`src/rtl/mem_stage_if.sv`:
```
`default_nettype none
// mem_stage_if: EX->MEM inputs, DMEM and UART side-band signals, and MEM->WB outputs of mem_stage.
// slave = the MEM stage itself, master = the surrounding pipeline / environment.
interface mem_stage_if #(
    parameter int DMEM_AW = 14
);
    logic [31:0]        mem_pc;
    logic [31:0]        mem_alu;
    logic [31:0]        mem_rd2;
    logic [31:0]        mem_inst;
    logic               mem_br_suc;
    logic               dmem_en;
    logic [3:0]         dmem_we;
    logic [DMEM_AW-1:0] dmem_addr;
    logic [31:0]        dmem_din;
    logic [7:0]         uart_tx_data;
    logic               uart_tx_valid;
    logic               uart_tx_ready;
    logic [7:0]         uart_rx_data;
    logic               uart_rx_valid;
    logic               uart_rx_ready;
    logic [31:0]        wb_pc;
    logic [31:0]        wb_alu;
    logic [31:0]        wb_inst;
    logic               wb_mmio;
    logic [31:0]        wb_mmio_rdata;

    modport slave (
        input  mem_pc, mem_alu, mem_rd2, mem_inst, mem_br_suc,
        input  uart_tx_ready, uart_rx_data, uart_rx_valid,
        output dmem_en, dmem_we, dmem_addr, dmem_din,
        output uart_tx_data, uart_tx_valid, uart_rx_ready,
        output wb_pc, wb_alu, wb_inst, wb_mmio, wb_mmio_rdata
    );

    modport master (
        output mem_pc, mem_alu, mem_rd2, mem_inst, mem_br_suc,
        output uart_tx_ready, uart_rx_data, uart_rx_valid,
        input  dmem_en, dmem_we, dmem_addr, dmem_din,
        input  uart_tx_data, uart_tx_valid, uart_rx_ready,
        input  wb_pc, wb_alu, wb_inst, wb_mmio, wb_mmio_rdata
    );
endinterface
`default_nettype wire

```
`src/rtl/mem_stage.sv`:
```
`default_nettype none
// mem_stage: RV32I MEM stage - DMEM drive, MMIO decode (UART, perf counters), MEM->WB registers.
// Optional feature macro BRANCH_STATS_EN builds the branch / correct-branch counters (0x1C / 0x20).
module mem_stage #(
    parameter int          DMEM_AW   = 14,
    parameter logic [31:0] MMIO_BASE = 32'h8000_0000,
    parameter logic [31:0] NOP_INST  = 32'h0000_0013
) (
    input  wire logic  clk,
    input  wire logic  rst,
    mem_stage_if.slave mem_if
);
    localparam logic [6:0]  OP_LOAD     = 7'b0000011;
    localparam logic [6:0]  OP_STORE    = 7'b0100011;
    localparam logic [27:0] OFF_STATUS  = 28'h000_0000;
    localparam logic [27:0] OFF_RXDATA  = 28'h000_0004;
    localparam logic [27:0] OFF_TXDATA  = 28'h000_0008;
    localparam logic [27:0] OFF_CYCLE   = 28'h000_0010;
    localparam logic [27:0] OFF_INSTRET = 28'h000_0014;
    localparam logic [27:0] OFF_CNTRST  = 28'h000_0018;

    logic [31:0] addr;
    logic [31:0] rd2;
    logic [31:0] inst;
    logic [6:0]  opcode;
    logic [1:0]  size;
    logic [27:0] offset;
    logic        is_load;
    logic        is_store;
    logic        is_mmio;
    logic        mmio_rd;
    logic        mmio_wr;
    logic        tx_wr;
    logic        cnt_clr;
    logic [3:0]  dmem_we;
    logic [31:0] dmem_din;
    logic [31:0] mmio_rdata;

    logic        tx_pend_q,  tx_pend_d;
    logic [7:0]  tx_data_q,  tx_data_d;
    logic [31:0] cycle_q,    cycle_d;
    logic [31:0] instret_q,  instret_d;
    logic [31:0] wb_pc_q;
    logic [31:0] wb_alu_q;
    logic [31:0] wb_inst_q;
    logic        wb_mmio_q;
    logic [31:0] wb_mmio_rdata_q;

    assign addr     = mem_if.mem_alu;
    assign rd2      = mem_if.mem_rd2;
    assign inst     = mem_if.mem_inst;
    assign opcode   = inst[6:0];
    assign size     = inst[13:12];
    assign offset   = addr[27:0];
    assign is_load  = (opcode == OP_LOAD);
    assign is_store = (opcode == OP_STORE);
    assign is_mmio  = (addr[31:28] == MMIO_BASE[31:28]);
    assign mmio_rd  = is_load & is_mmio;
    assign mmio_wr  = is_store & is_mmio;
    assign tx_wr    = mmio_wr && (offset == OFF_TXDATA);
    assign cnt_clr  = mmio_wr && (offset == OFF_CNTRST);

    // Byte lanes: sub-word stores replicate the data so the enabled lane always sees it.
    always_comb begin
        dmem_we  = 4'b0000;
        dmem_din = rd2;
        if (is_store && !is_mmio) begin
            case (size)
                2'b00: begin
                    dmem_we  = 4'b0001 << addr[1:0];
                    dmem_din = {4{rd2[7:0]}};
                end
                2'b01: begin
                    dmem_we  = 4'b0011 << {addr[1], 1'b0};
                    dmem_din = {2{rd2[15:0]}};
                end
                2'b10:   dmem_we = 4'b1111;
                default: dmem_we = 4'b0000;
            endcase
        end
    end

    assign mem_if.dmem_en       = (is_load | is_store) & ~is_mmio;
    assign mem_if.dmem_we       = dmem_we;
    assign mem_if.dmem_addr     = addr[DMEM_AW+1:2];
    assign mem_if.dmem_din      = dmem_din;
    assign mem_if.uart_rx_ready = mmio_rd && (offset == OFF_RXDATA) && mem_if.uart_rx_valid;

    always_comb begin
        tx_pend_d = tx_pend_q;
        tx_data_d = tx_data_q;
        if (tx_pend_q && mem_if.uart_tx_ready) begin
            tx_pend_d = 1'b0;
        end
        // A write while a byte is still pending is dropped, even if it drains this edge.
        if (tx_wr && !tx_pend_q) begin
            tx_pend_d = 1'b1;
            tx_data_d = rd2[7:0];
        end
    end

    always_comb begin
        cycle_d   = cycle_q + 32'd1;
        instret_d = instret_q + {31'd0, (inst != NOP_INST)};
        if (cnt_clr) begin
            cycle_d   = '0;
            instret_d = '0;
        end
    end

`ifdef BRANCH_STATS_EN
    localparam logic [6:0]  OP_BRANCH  = 7'b1100011;
    localparam logic [27:0] OFF_BRANCH = 28'h000_001C;
    localparam logic [27:0] OFF_BRCORR = 28'h000_0020;

    logic        is_branch;
    logic [31:0] br_cnt_q, br_cnt_d;
    logic [31:0] br_ok_q,  br_ok_d;

    assign is_branch = (opcode == OP_BRANCH);

    always_comb begin
        br_cnt_d = br_cnt_q + {31'd0, is_branch};
        br_ok_d  = br_ok_q + {31'd0, (is_branch & mem_if.mem_br_suc)};
        if (cnt_clr) begin
            br_cnt_d = '0;
            br_ok_d  = '0;
        end
    end

    always_ff @(posedge clk or negedge rst) begin
        if (!rst) begin
            br_cnt_q <= '0;
            br_ok_q  <= '0;
        end else begin
            br_cnt_q <= br_cnt_d;
            br_ok_q  <= br_ok_d;
        end
    end
`else
    logic unused_br_suc;
    assign unused_br_suc = mem_if.mem_br_suc;
`endif

    always_comb begin
        mmio_rdata = '0;
        case (offset)
            OFF_STATUS:  mmio_rdata = {30'd0, mem_if.uart_rx_valid, ~tx_pend_q};
            OFF_RXDATA:  mmio_rdata = {24'd0, mem_if.uart_rx_data};
            OFF_CYCLE:   mmio_rdata = cycle_q;
            OFF_INSTRET: mmio_rdata = instret_q;
`ifdef BRANCH_STATS_EN
            OFF_BRANCH:  mmio_rdata = br_cnt_q;
            OFF_BRCORR:  mmio_rdata = br_ok_q;
`endif
            default:     mmio_rdata = '0;
        endcase
    end

    always_ff @(posedge clk or negedge rst) begin
        if (!rst) begin
            tx_pend_q       <= 1'b0;
            tx_data_q       <= '0;
            cycle_q         <= '0;
            instret_q       <= '0;
            wb_pc_q         <= '0;
            wb_alu_q        <= '0;
            wb_inst_q       <= NOP_INST;
            wb_mmio_q       <= 1'b0;
            wb_mmio_rdata_q <= '0;
        end else begin
            tx_pend_q       <= tx_pend_d;
            tx_data_q       <= tx_data_d;
            cycle_q         <= cycle_d;
            instret_q       <= instret_d;
            wb_pc_q         <= mem_if.mem_pc;
            wb_alu_q        <= addr;
            wb_inst_q       <= inst;
            wb_mmio_q       <= mmio_rd;
            wb_mmio_rdata_q <= mmio_rd ? mmio_rdata : '0;
        end
    end

    assign mem_if.uart_tx_valid = tx_pend_q;
    assign mem_if.uart_tx_data  = tx_data_q;
    assign mem_if.wb_pc         = wb_pc_q;
    assign mem_if.wb_alu        = wb_alu_q;
    assign mem_if.wb_inst       = wb_inst_q;
    assign mem_if.wb_mmio       = wb_mmio_q;
    assign mem_if.wb_mmio_rdata = wb_mmio_rdata_q;
endmodule
`default_nettype wire

```
`src/flat_wrapper.sv`:
```
// flat-port wrapper written by rule: the top's interface ports become plain ports
module mem_stage_flat 
#(
    parameter int          DMEM_AW   = 14,
    parameter logic [31:0] MMIO_BASE = 32'h8000_0000,
    parameter logic [31:0] NOP_INST  = 32'h0000_0013
)
  (clk, rst, mem_if_mem_pc, mem_if_mem_alu, mem_if_mem_rd2, mem_if_mem_inst, mem_if_mem_br_suc, mem_if_uart_tx_ready, mem_if_uart_rx_data, mem_if_uart_rx_valid, mem_if_dmem_en, mem_if_dmem_we, mem_if_dmem_addr, mem_if_dmem_din, mem_if_uart_tx_data, mem_if_uart_tx_valid, mem_if_uart_rx_ready, mem_if_wb_pc, mem_if_wb_alu, mem_if_wb_inst, mem_if_wb_mmio, mem_if_wb_mmio_rdata);
  mem_stage_if #(.DMEM_AW(DMEM_AW)) mem_if_i ();
  input  wire logic clk;
  input  wire logic rst;
  input wire logic [$bits(mem_if_i.mem_pc)-1:0] mem_if_mem_pc;
  input wire logic [$bits(mem_if_i.mem_alu)-1:0] mem_if_mem_alu;
  input wire logic [$bits(mem_if_i.mem_rd2)-1:0] mem_if_mem_rd2;
  input wire logic [$bits(mem_if_i.mem_inst)-1:0] mem_if_mem_inst;
  input wire logic [$bits(mem_if_i.mem_br_suc)-1:0] mem_if_mem_br_suc;
  input wire logic [$bits(mem_if_i.uart_tx_ready)-1:0] mem_if_uart_tx_ready;
  input wire logic [$bits(mem_if_i.uart_rx_data)-1:0] mem_if_uart_rx_data;
  input wire logic [$bits(mem_if_i.uart_rx_valid)-1:0] mem_if_uart_rx_valid;
  output wire logic [$bits(mem_if_i.dmem_en)-1:0] mem_if_dmem_en;
  output wire logic [$bits(mem_if_i.dmem_we)-1:0] mem_if_dmem_we;
  output wire logic [$bits(mem_if_i.dmem_addr)-1:0] mem_if_dmem_addr;
  output wire logic [$bits(mem_if_i.dmem_din)-1:0] mem_if_dmem_din;
  output wire logic [$bits(mem_if_i.uart_tx_data)-1:0] mem_if_uart_tx_data;
  output wire logic [$bits(mem_if_i.uart_tx_valid)-1:0] mem_if_uart_tx_valid;
  output wire logic [$bits(mem_if_i.uart_rx_ready)-1:0] mem_if_uart_rx_ready;
  output wire logic [$bits(mem_if_i.wb_pc)-1:0] mem_if_wb_pc;
  output wire logic [$bits(mem_if_i.wb_alu)-1:0] mem_if_wb_alu;
  output wire logic [$bits(mem_if_i.wb_inst)-1:0] mem_if_wb_inst;
  output wire logic [$bits(mem_if_i.wb_mmio)-1:0] mem_if_wb_mmio;
  output wire logic [$bits(mem_if_i.wb_mmio_rdata)-1:0] mem_if_wb_mmio_rdata;
  assign mem_if_i.mem_pc = mem_if_mem_pc;
  assign mem_if_i.mem_alu = mem_if_mem_alu;
  assign mem_if_i.mem_rd2 = mem_if_mem_rd2;
  assign mem_if_i.mem_inst = mem_if_mem_inst;
  assign mem_if_i.mem_br_suc = mem_if_mem_br_suc;
  assign mem_if_i.uart_tx_ready = mem_if_uart_tx_ready;
  assign mem_if_i.uart_rx_data = mem_if_uart_rx_data;
  assign mem_if_i.uart_rx_valid = mem_if_uart_rx_valid;
  assign mem_if_dmem_en = mem_if_i.dmem_en;
  assign mem_if_dmem_we = mem_if_i.dmem_we;
  assign mem_if_dmem_addr = mem_if_i.dmem_addr;
  assign mem_if_dmem_din = mem_if_i.dmem_din;
  assign mem_if_uart_tx_data = mem_if_i.uart_tx_data;
  assign mem_if_uart_tx_valid = mem_if_i.uart_tx_valid;
  assign mem_if_uart_rx_ready = mem_if_i.uart_rx_ready;
  assign mem_if_wb_pc = mem_if_i.wb_pc;
  assign mem_if_wb_alu = mem_if_i.wb_alu;
  assign mem_if_wb_inst = mem_if_i.wb_inst;
  assign mem_if_wb_mmio = mem_if_i.wb_mmio;
  assign mem_if_wb_mmio_rdata = mem_if_i.wb_mmio_rdata;
  mem_stage #(.DMEM_AW(DMEM_AW), .MMIO_BASE(MMIO_BASE), .NOP_INST(NOP_INST)) u_core (.clk(clk), .rst(rst), .mem_if(mem_if_i));
endmodule
```
`config.mk`:
```
export PLATFORM = sky130hd
export DESIGN_NAME = mem_stage_flat
export DESIGN_NICKNAME = d
export VERILOG_FILES = /design/src/rtl/mem_stage_if.sv /design/src/rtl/mem_stage.sv /design/src/flat_wrapper.sv
export SDC_FILE = /design/constraint.sdc
export NUM_CORES = 1
export LEC_CHECK = 0
export ABC_CLOCK_PERIOD_IN_PS = 3800
export CAP_MARGIN = 20
export CORE_UTILIZATION = 40
export CTS_CLUSTER_SIZE = 30
export DETAILED_ROUTE_END_ITERATION = 8
export HOLD_SLACK_MARGIN = 0.12
export PLACE_DENSITY = 0.78
export SLEW_MARGIN = 20
export SYNTH_ARGS = -nofsm -noshare
export SYNTH_HDL_FRONTEND = slang
export SYNTH_SLANG_ARGS = --single-unit
```
`constraint.sdc`:
```
create_clock -name clk -period 3.8 [get_ports clk]
set_clock_uncertainty 0.05 [all_clocks]
set_input_delay 0.57 -clock clk [delete_from_list [all_inputs] [get_ports clk]]
set_output_delay 0.57 -clock clk [all_outputs]
set_load 0.005 [all_outputs]
```
==> flow_summary.yaml, run 1 <==
synth:
  ys_dominant_reg_cell: "dfrtp_1"
  synth_top_area_share_pct: 61.6
  synth.most_common_cell: "dfrtp_1"
  synth.top_cells.by_count: "199 x dfrtp_1, 111 x nor2_1, 44 x xnor2_1"
  synth_warnings: 0
  synth.ff_latch_count: 202
  yosys.cell_types.count: 47
  ys_async_sr_fraction_pct: 100
  synth.area.top_cells: "dfrtp_1 62%, nor2_1 5.2%, xnor2_1 4.8%"
  avgSynthCellArea_sq_um: 12.1
  number_of_enable_type_register_cells_in_the_synthesized_netlist: 0
  cell_area_after_technology_mapping_sq_mm: 0.00808
  synth_area_leader_cell: "dfrtp_1"
  post_synth_inst_count: 669
  seq_area_frac_synth_pct: 62.6
  synth_nets: 813
global_routing:
  grt_antenna_before_repair: 0
  global_route_wire_length_before_repair_um: 36100
  gr-total-overflow: 0
  track_usage_pct: 23.1
  largest_net_degree_at_the_start_of_global_routing: 117
  grt_pass1_vias: 6315
run:
  maxCapViolCount: 0
critical_path:
  critical_path_required_ns: 3.18
  cpLargestDelayFamily: "simple AND/OR/NAND/NOR gates"
  setup.worst_path.start_class: "input port"
  cp_common_cell: "clkdlybuf4s50_1"
  crit_path_max_fanout: 2
  cp-end-kind: "output port"
  worst-endpoint-arrival_ns: 3.02
  worstPathCellList: "clkdlybuf4s50_1 -> nor4_1 -> nand4_1 -> or4b_1 -> nor3_1 -> clkdlybuf4s50_1"
  slowest_stage: "clkdlybuf4s50_1"
  cpPeakStageDelay_ns: 0.57
  critPathKind: "in -> out"
  timing.critical_path.buf_inv: 2
routing:
  wl_met3_um: 1930
  vias_per_cell: 4.93
  routedLengthMet1_um: 8810
  detail-route-antenna-nets: 0
  route.detailed.wl_per_inst_um: 18.9
  wirelength_um: 23900
  maxUsedRoutingLayer: "met4"
  drt_first_iter_violations: 329
  drt_pre_antenna_iters: 4
  wl_met2_um: 12500
  num_vias: 6247
  drt_drc_violations_left: 0
outcome:
  run_status: "completed"
placement:
  gpl.final_weighted_congestion: 0.825
  dp.cells: 1227
  port-buffer-count: 329
  dpl.hpwl_um: 17300
clock_tree:
  cts.htree.levels: 1
  clk_latency_ns: 0.49
  cts_tree: "built"
  numCtsBuffers: 22
  clk_pin_slew_worst_setup_hold_paths_ns: 0.06
  cts_buffer_depth: 3
  clock-sinks: 202
  cts-root-buf: "clkbuf_16"
  cts_setup_buffers: 0
sta:
  final_setup_violation_count: 0
  rsz0062_at_grt: "false"
  tightest_slew_ns: 0.898
  finalMaxSlewViolations: 0
  fin_crit_sh_pct: 95.8
  fmax_ghz: 0.275
  max_slew_margin_pct: 40.1
  finalHoldViolCount: 0
  finalCriticalPeriod_ns: 3.64
  setup_tns_ns: 0
layout:
  area_growth_pct: 52.4
  layout_cell_share_with_drive_strength_beyond_1_pct: 8.88
  finalNetCount: 1130
  fillCellCount: 1531
  finalCoreUtilization_pct: 62.7
  layoutNonFillerInstCount: 1267
  regArea_sq_mm: 0.00506
  antenna_cells: 0
  multi_input_comb_area_sq_mm: 0.00272
power:
  switching_power_mw: 1.00
  power.sequential.fraction_pct: 45.3
  ir_drop_mv: 0.230
  netSwitchingFraction_pct: 20.5
  leakagePower_nw: 5.16
  p_per_area_mw_per_mm2: 398
  p_comb_share_pct: 9.3
  clkPwrFrac_pct: 45.4
  power_report.internal_total_mw: 3.90
floorplanning:
  boundaryPins: 331
  start_util_pct: 41.1
  dieArea_sq_mm: 0.0208
  core.rowCount: 51
  die_h_um: 144
  die_width_um: 144
  core_area_sq_mm: 0.0197
worst_hold_path:
  hp-class: "in -> async"
per-stage QoR:
step | total power, mW | cell area [sq um] | setup WS (ns) | hold slack, ns
final | 4.91 | 12300 | 0.160 | 0.146
after detailed placement | 2.71 | 11500 | 0.173 | 0.425
after floorplan | 2.34 | 8080 | 1.14 | 0.224
after global routing | 5.07 | 12300 | 0.0188 | 0.234
after CTS | 4.96 | 12300 | 0.118 | 0.186
after global placement | 2.71 | 11500 | 0.122 | 0.420
area by class of cell:
type | instances | area share [%]
well taps | 265 | 2.69
repair buffers | 340 | 27.7
inverters | 8 | 0.244
flip-flops and latches | 202 | 41.1
multi-input cells | 412 | 22.0
clock inverters | 5 | 0.813
clock buffers | 35 | 5.44
cells in the final DEF, fill, tap and decap left out, types with 6 or more instances in the layout:
| master | synthesis | final |
|---|---|---|
| xnor2_1 | 44 | 44 |
| clkdlybuf4s50_1 | 0 | 327 |
| clkbuf_8 | 0 | 6 |
| nand3_1 | 22 | 22 |
| nor3_1 | 18 | 18 |
| and3_1 | 9 | 9 |
| and4_1 | 9 | 9 |
| nand2_1 | 28 | 28 |
| buf_4 | 22 | 8 |
| mux2_2 | 30 | 30 |
| a21oi_1 | 13 | 13 |
| clkbuf_1 | 12 | 7 |
| inv_1 | 8 | 8 |
| nand4_1 | 12 | 12 |
| mux2i_1 | 33 | 33 |
| nor4_1 | 23 | 22 |
| xor2_1 | 15 | 15 |
| dfrtp_1 | 199 | 199 |
| clkbuf_16 | 0 | 23 |
| a22oi_1 | 6 | 6 |
| nor2_1 | 111 | 111 |
power by group through the flow:
stage                     clock (mW)  sequential [mW]  combinational, mW
after floorplan                    0             2.27             0.0758
after global routing            2.35             2.22              0.490
after global placement             0             2.26              0.451
final                           2.23             2.22              0.457
after CTS                       2.27             2.22              0.462
after detailed placement           0             2.26              0.456
repair_timing:
| action | 4_1_cts | 5_1_grt |
|---|---|---|
| gates resized for setup | 0 | 1 |
| hold endpoints to repair | 0 | 0 |
| hold buffers | 0 | 0 |
| setup endpoints to repair | 0 | 1 |
state kept, by name (all words and copies together), names as in the netlist:
signal                       count
u_core.cycle_q                  32
u_core.instret_q                32
u_core.mem_if.wb_alu            32
u_core.mem_if.wb_inst           32
u_core.mem_if.wb_mmio_rdata     32
u_core.mem_if.wb_pc             32
u_core.mem_if.uart_tx_data       8
u_core.mem_if.uart_tx_valid      1
u_core.mem_if.wb_mmio            1
worst paths after layout:
path,start,to,slack [ns],depth (start not counted)
worst max-delay path,mem_if_mem_alu[17],mem_if_uart_rx_ready,0.16,6
max in group asynchronous,rst,u_core.instret_q[0],2.65,2
worst max register to register,u_core.instret_q[7],u_core.instret_q[23],1.50,5
min in group clk,u_core.cycle_q[0],u_core.cycle_q[0],0.43,1
worst min register to register,u_core.cycle_q[0],u_core.cycle_q[0],0.43,1
worst min-delay path,rst,u_core.mem_if.wb_mmio_rdata[6],0.15,1
cells by family after synthesis:
| group | Yosys count | synth area share [%] |
|---|---|---|
| simple gates | 260 | 16.2 |
| flops | 202 | 62.6 |
| mux | 64 | 8.55 |
| xor+xnor | 59 | 6.39 |
| buf+inv | 55 | 3.89 |
| compound gates | 26 | 1.95 |
| fa+ha+maj | 3 | 0.465 |
per-layer routing:
metal | vias up | global-route usage (%)
li1 | 2907 | -
met1 | 3059 | 26.4
met2 | 233 | 41.7
met3 | 48 | 5.53
met4 | 0 | 8.53
met5 | - | 0
(Power assumes the default switching activity.)
==> inputs of run 2 (changes only) <==
- SETUP_SLACK_MARGIN: not set -> 0.15
==> run 2 against run 1 <==
Critical path type unchanged; hold slack improved by 0.012 ns; setup slack improved by 0.17 ns; critical endpoint is now mem_if_dmem_din[19]; sequential power hardly changed; first-iteration DRC count grew 4.9%; sequential share of layout area decreased by 0.12 points; register-to-register slack hardly changed.
==> flow_summary.yaml, run 2 (synthesis results as in run 1) <==
outcome:
  run_status: "completed"
sta:
  finalCriticalPeriod_ns: 3.47
  setup_tns_ns: 0
  finalMaxSlewViolations: 0
  final_critical_path_setup_slack_ns: 0.332
  fin_crit_sh_pct: 91.3
  fmax_ghz: 0.288
  finalHoldViolCount: 0
  rsz0062_at_grt: "false"
  tightest_slew_ns: 0.898
  final_setup_violation_count: 0
  max_slew_margin_pct: 40.1
floorplanning:
  core_area_sq_mm: 0.0197
  die_width_um: 144
  die_h_um: 144
  start_util_pct: 41.1
  core.rowCount: 51
  dieArea_sq_mm: 0.0208
  boundaryPins: 331
run:
  maxCapViolCount: 0
critical_path:
  cp-end-kind: "output port"
  critPathKind: "in -> out"
  cpLargestDelayFamily: "buffers and inverters"
  slowest_stage: "clkdlybuf4s50_1"
  cpPeakStageDelay_ns: 0.47
  worstPathCellList: "clkdlybuf4s50_1 -> and4bb_2 -> nand4b_1 -> nor2_1 -> buf_12 -> mux2_2 -> clkdlybuf4s50_1"
  crit_path_max_fanout: 24
  cp_common_cell: "clkdlybuf4s50_1"
  setup.worst_path.start_class: "input port"
  critical_path_required_ns: 3.18
  timing.critical_path.buf_inv: 3
  worst-endpoint-arrival_ns: 2.85
layout:
  mostFrequentLayoutCell: "clkdlybuf4s50_1"
  area_growth_pct: 52.9
  finalNetCount: 1131
  multi_input_comb_area_sq_mm: 0.00274
  antenna_cells: 0
  regArea_sq_mm: 0.00506
  layout_cell_share_with_drive_strength_beyond_1_pct: 9.27
  fillCellCount: 1518
  final_cell_mix: "326 x clkdlybuf4s50_1, 199 x dfrtp_1, 111 x nor2_1, 44 x xnor2_1, 33 x mux2i_1"
  layoutNonFillerInstCount: 1268
global_routing:
  grt_antenna_before_repair: 0
  gr-total-overflow: 0
  global_route_wire_length_before_repair_um: 36100
  grt_pass1_vias: 6329
  largest_net_degree_at_the_start_of_global_routing: 117
  track_usage_pct: 23.1
routing:
  detail-route-antenna-nets: 0
  vias_per_cell: 4.94
  drt_first_iter_violations: 345
  wirelength_um: 24000
  route.detailed.wl_per_inst_um: 18.9
  drt_drc_violations_left: 0
  num_vias: 6262
  drt_pre_antenna_iters: 4
placement:
  dp.cells: 1227
  gpl.final_weighted_congestion: 0.825
  port-buffer-count: 329
  dpl.hpwl_um: 17300
  pre_cts_slack_ns: 0.173
clock_tree:
  clock-sinks: 202
  clk_latency_ns: 0.49
  numCtsBuffers: 22
  cts_buffer_depth: 3
  clk_pin_slew_worst_setup_hold_paths_ns: 0.05
  cts_tree: "built"
  cts-root-buf: "clkbuf_16"
  cts.htree.levels: 1
power:
  power.sequential.fraction_pct: 45.2
  netSwitchingFraction_pct: 20.5
  power_report.internal_total_mw: 3.90
  switching_power_mw: 1.01
  clkPwrFrac_pct: 45.4
  p_comb_share_pct: 9.4
  leakagePower_nw: 5.19
  ir_drop_mv: 0.229
  p_per_area_mw_per_mm2: 398
worst_hold_path:
  hp-class: "in -> async"
==> run 2: changes by cell type in the layout (fill, tap and decap cells not counted), sizes merged <==
cell	delta
buf	+1
clkdlybuf4s50	-1
dlymetal6s2s	+1
==> run 2: layer usage <==
metal  global-route usage (%)  vias to the layer above  part of all wire (%)  wire (um)
li1                         -                     2904                     -          -
met1                     26.4                     3070                    36       8730
met2                     41.8                      236                    53      12600
met3                     5.53                       52                   8.2       1960
met4                     8.48                        0                   2.9        704
met5                        0                        -                     0          0
==> run 2: final cells by class <==
cell class                 count  share of cell area [%]
clock buffer                  35                    5.43
clock inverter                 5                   0.810
inverter                       8                   0.243
multi-input combinational    412                    22.2
sequential                   202                    40.9
tap                          265                    2.68
timing repair buffer         341                    27.7
==> run 2: power groups by stage <==
stage / Clock, mW / Combinational [mW] / Sequential, mW
2_1_floorplan: 0 / 0.0758 / 2.27
3_3_place_gp: 0 / 0.451 / 2.26
3_5_place_dp: 0 / 0.456 / 2.26
4_1_cts: 2.27 / 0.463 / 2.22
5_1_grt: 2.35 / 0.492 / 2.22
6_report: 2.23 / 0.460 / 2.22
==> run 2: through the flow <==
| stage | power (mW) | area [sq um] | hold WS [ns] | util [%] |
|---|---|---|---|---|
| 3_3_place_gp | 2.71 | 11500 | 0.420 | 58.7 |
| 4_1_cts | 4.96 | 12300 | 0.186 | 62.8 |
| 3_5_place_dp | 2.71 | 11500 | 0.425 | 58.7 |
| 2_1_floorplan | 2.34 | 8080 | 0.224 | - |
| 5_1_grt | 5.07 | 12400 | 0.233 | 62.9 |
| 6_report | 4.91 | 12400 | 0.158 | 62.9 |
==> run 2: path summary, 6_finish.rpt <==
path,to,depth (start not counted),from,slack [ns]
max,mem_if_dmem_din[19],7,mem_if_mem_inst[3],0.33
min,u_core.mem_if.wb_mmio_rdata[6],1,rst,0.16
max reg2reg,u_core.instret_q[23],5,u_core.instret_q[7],1.50
min reg2reg,u_core.cycle_q[0],1,u_core.cycle_q[0],0.43
max in group asynchronous,u_core.instret_q[0],2,rst,2.64
min in group clk,u_core.cycle_q[0],1,u_core.cycle_q[0],0.43
==> run 2: timing repair <==
| item | in CTS | in global routing |
|---|---|---|
| pin swaps | 1 | 1 |
| gates resized for setup | 2 | 4 |
| hold buffers | 0 | 0 |
| endpoints found under the setup margin | 1 | 1 |
| setup buffers | 1 | 0 |
==> inputs of run 3 (changes only) <==
- TNS_END_PERCENT: not set -> 5
==> results of run 3 <==
No change in the layout: final DEF, timing and power equal those of run 2.
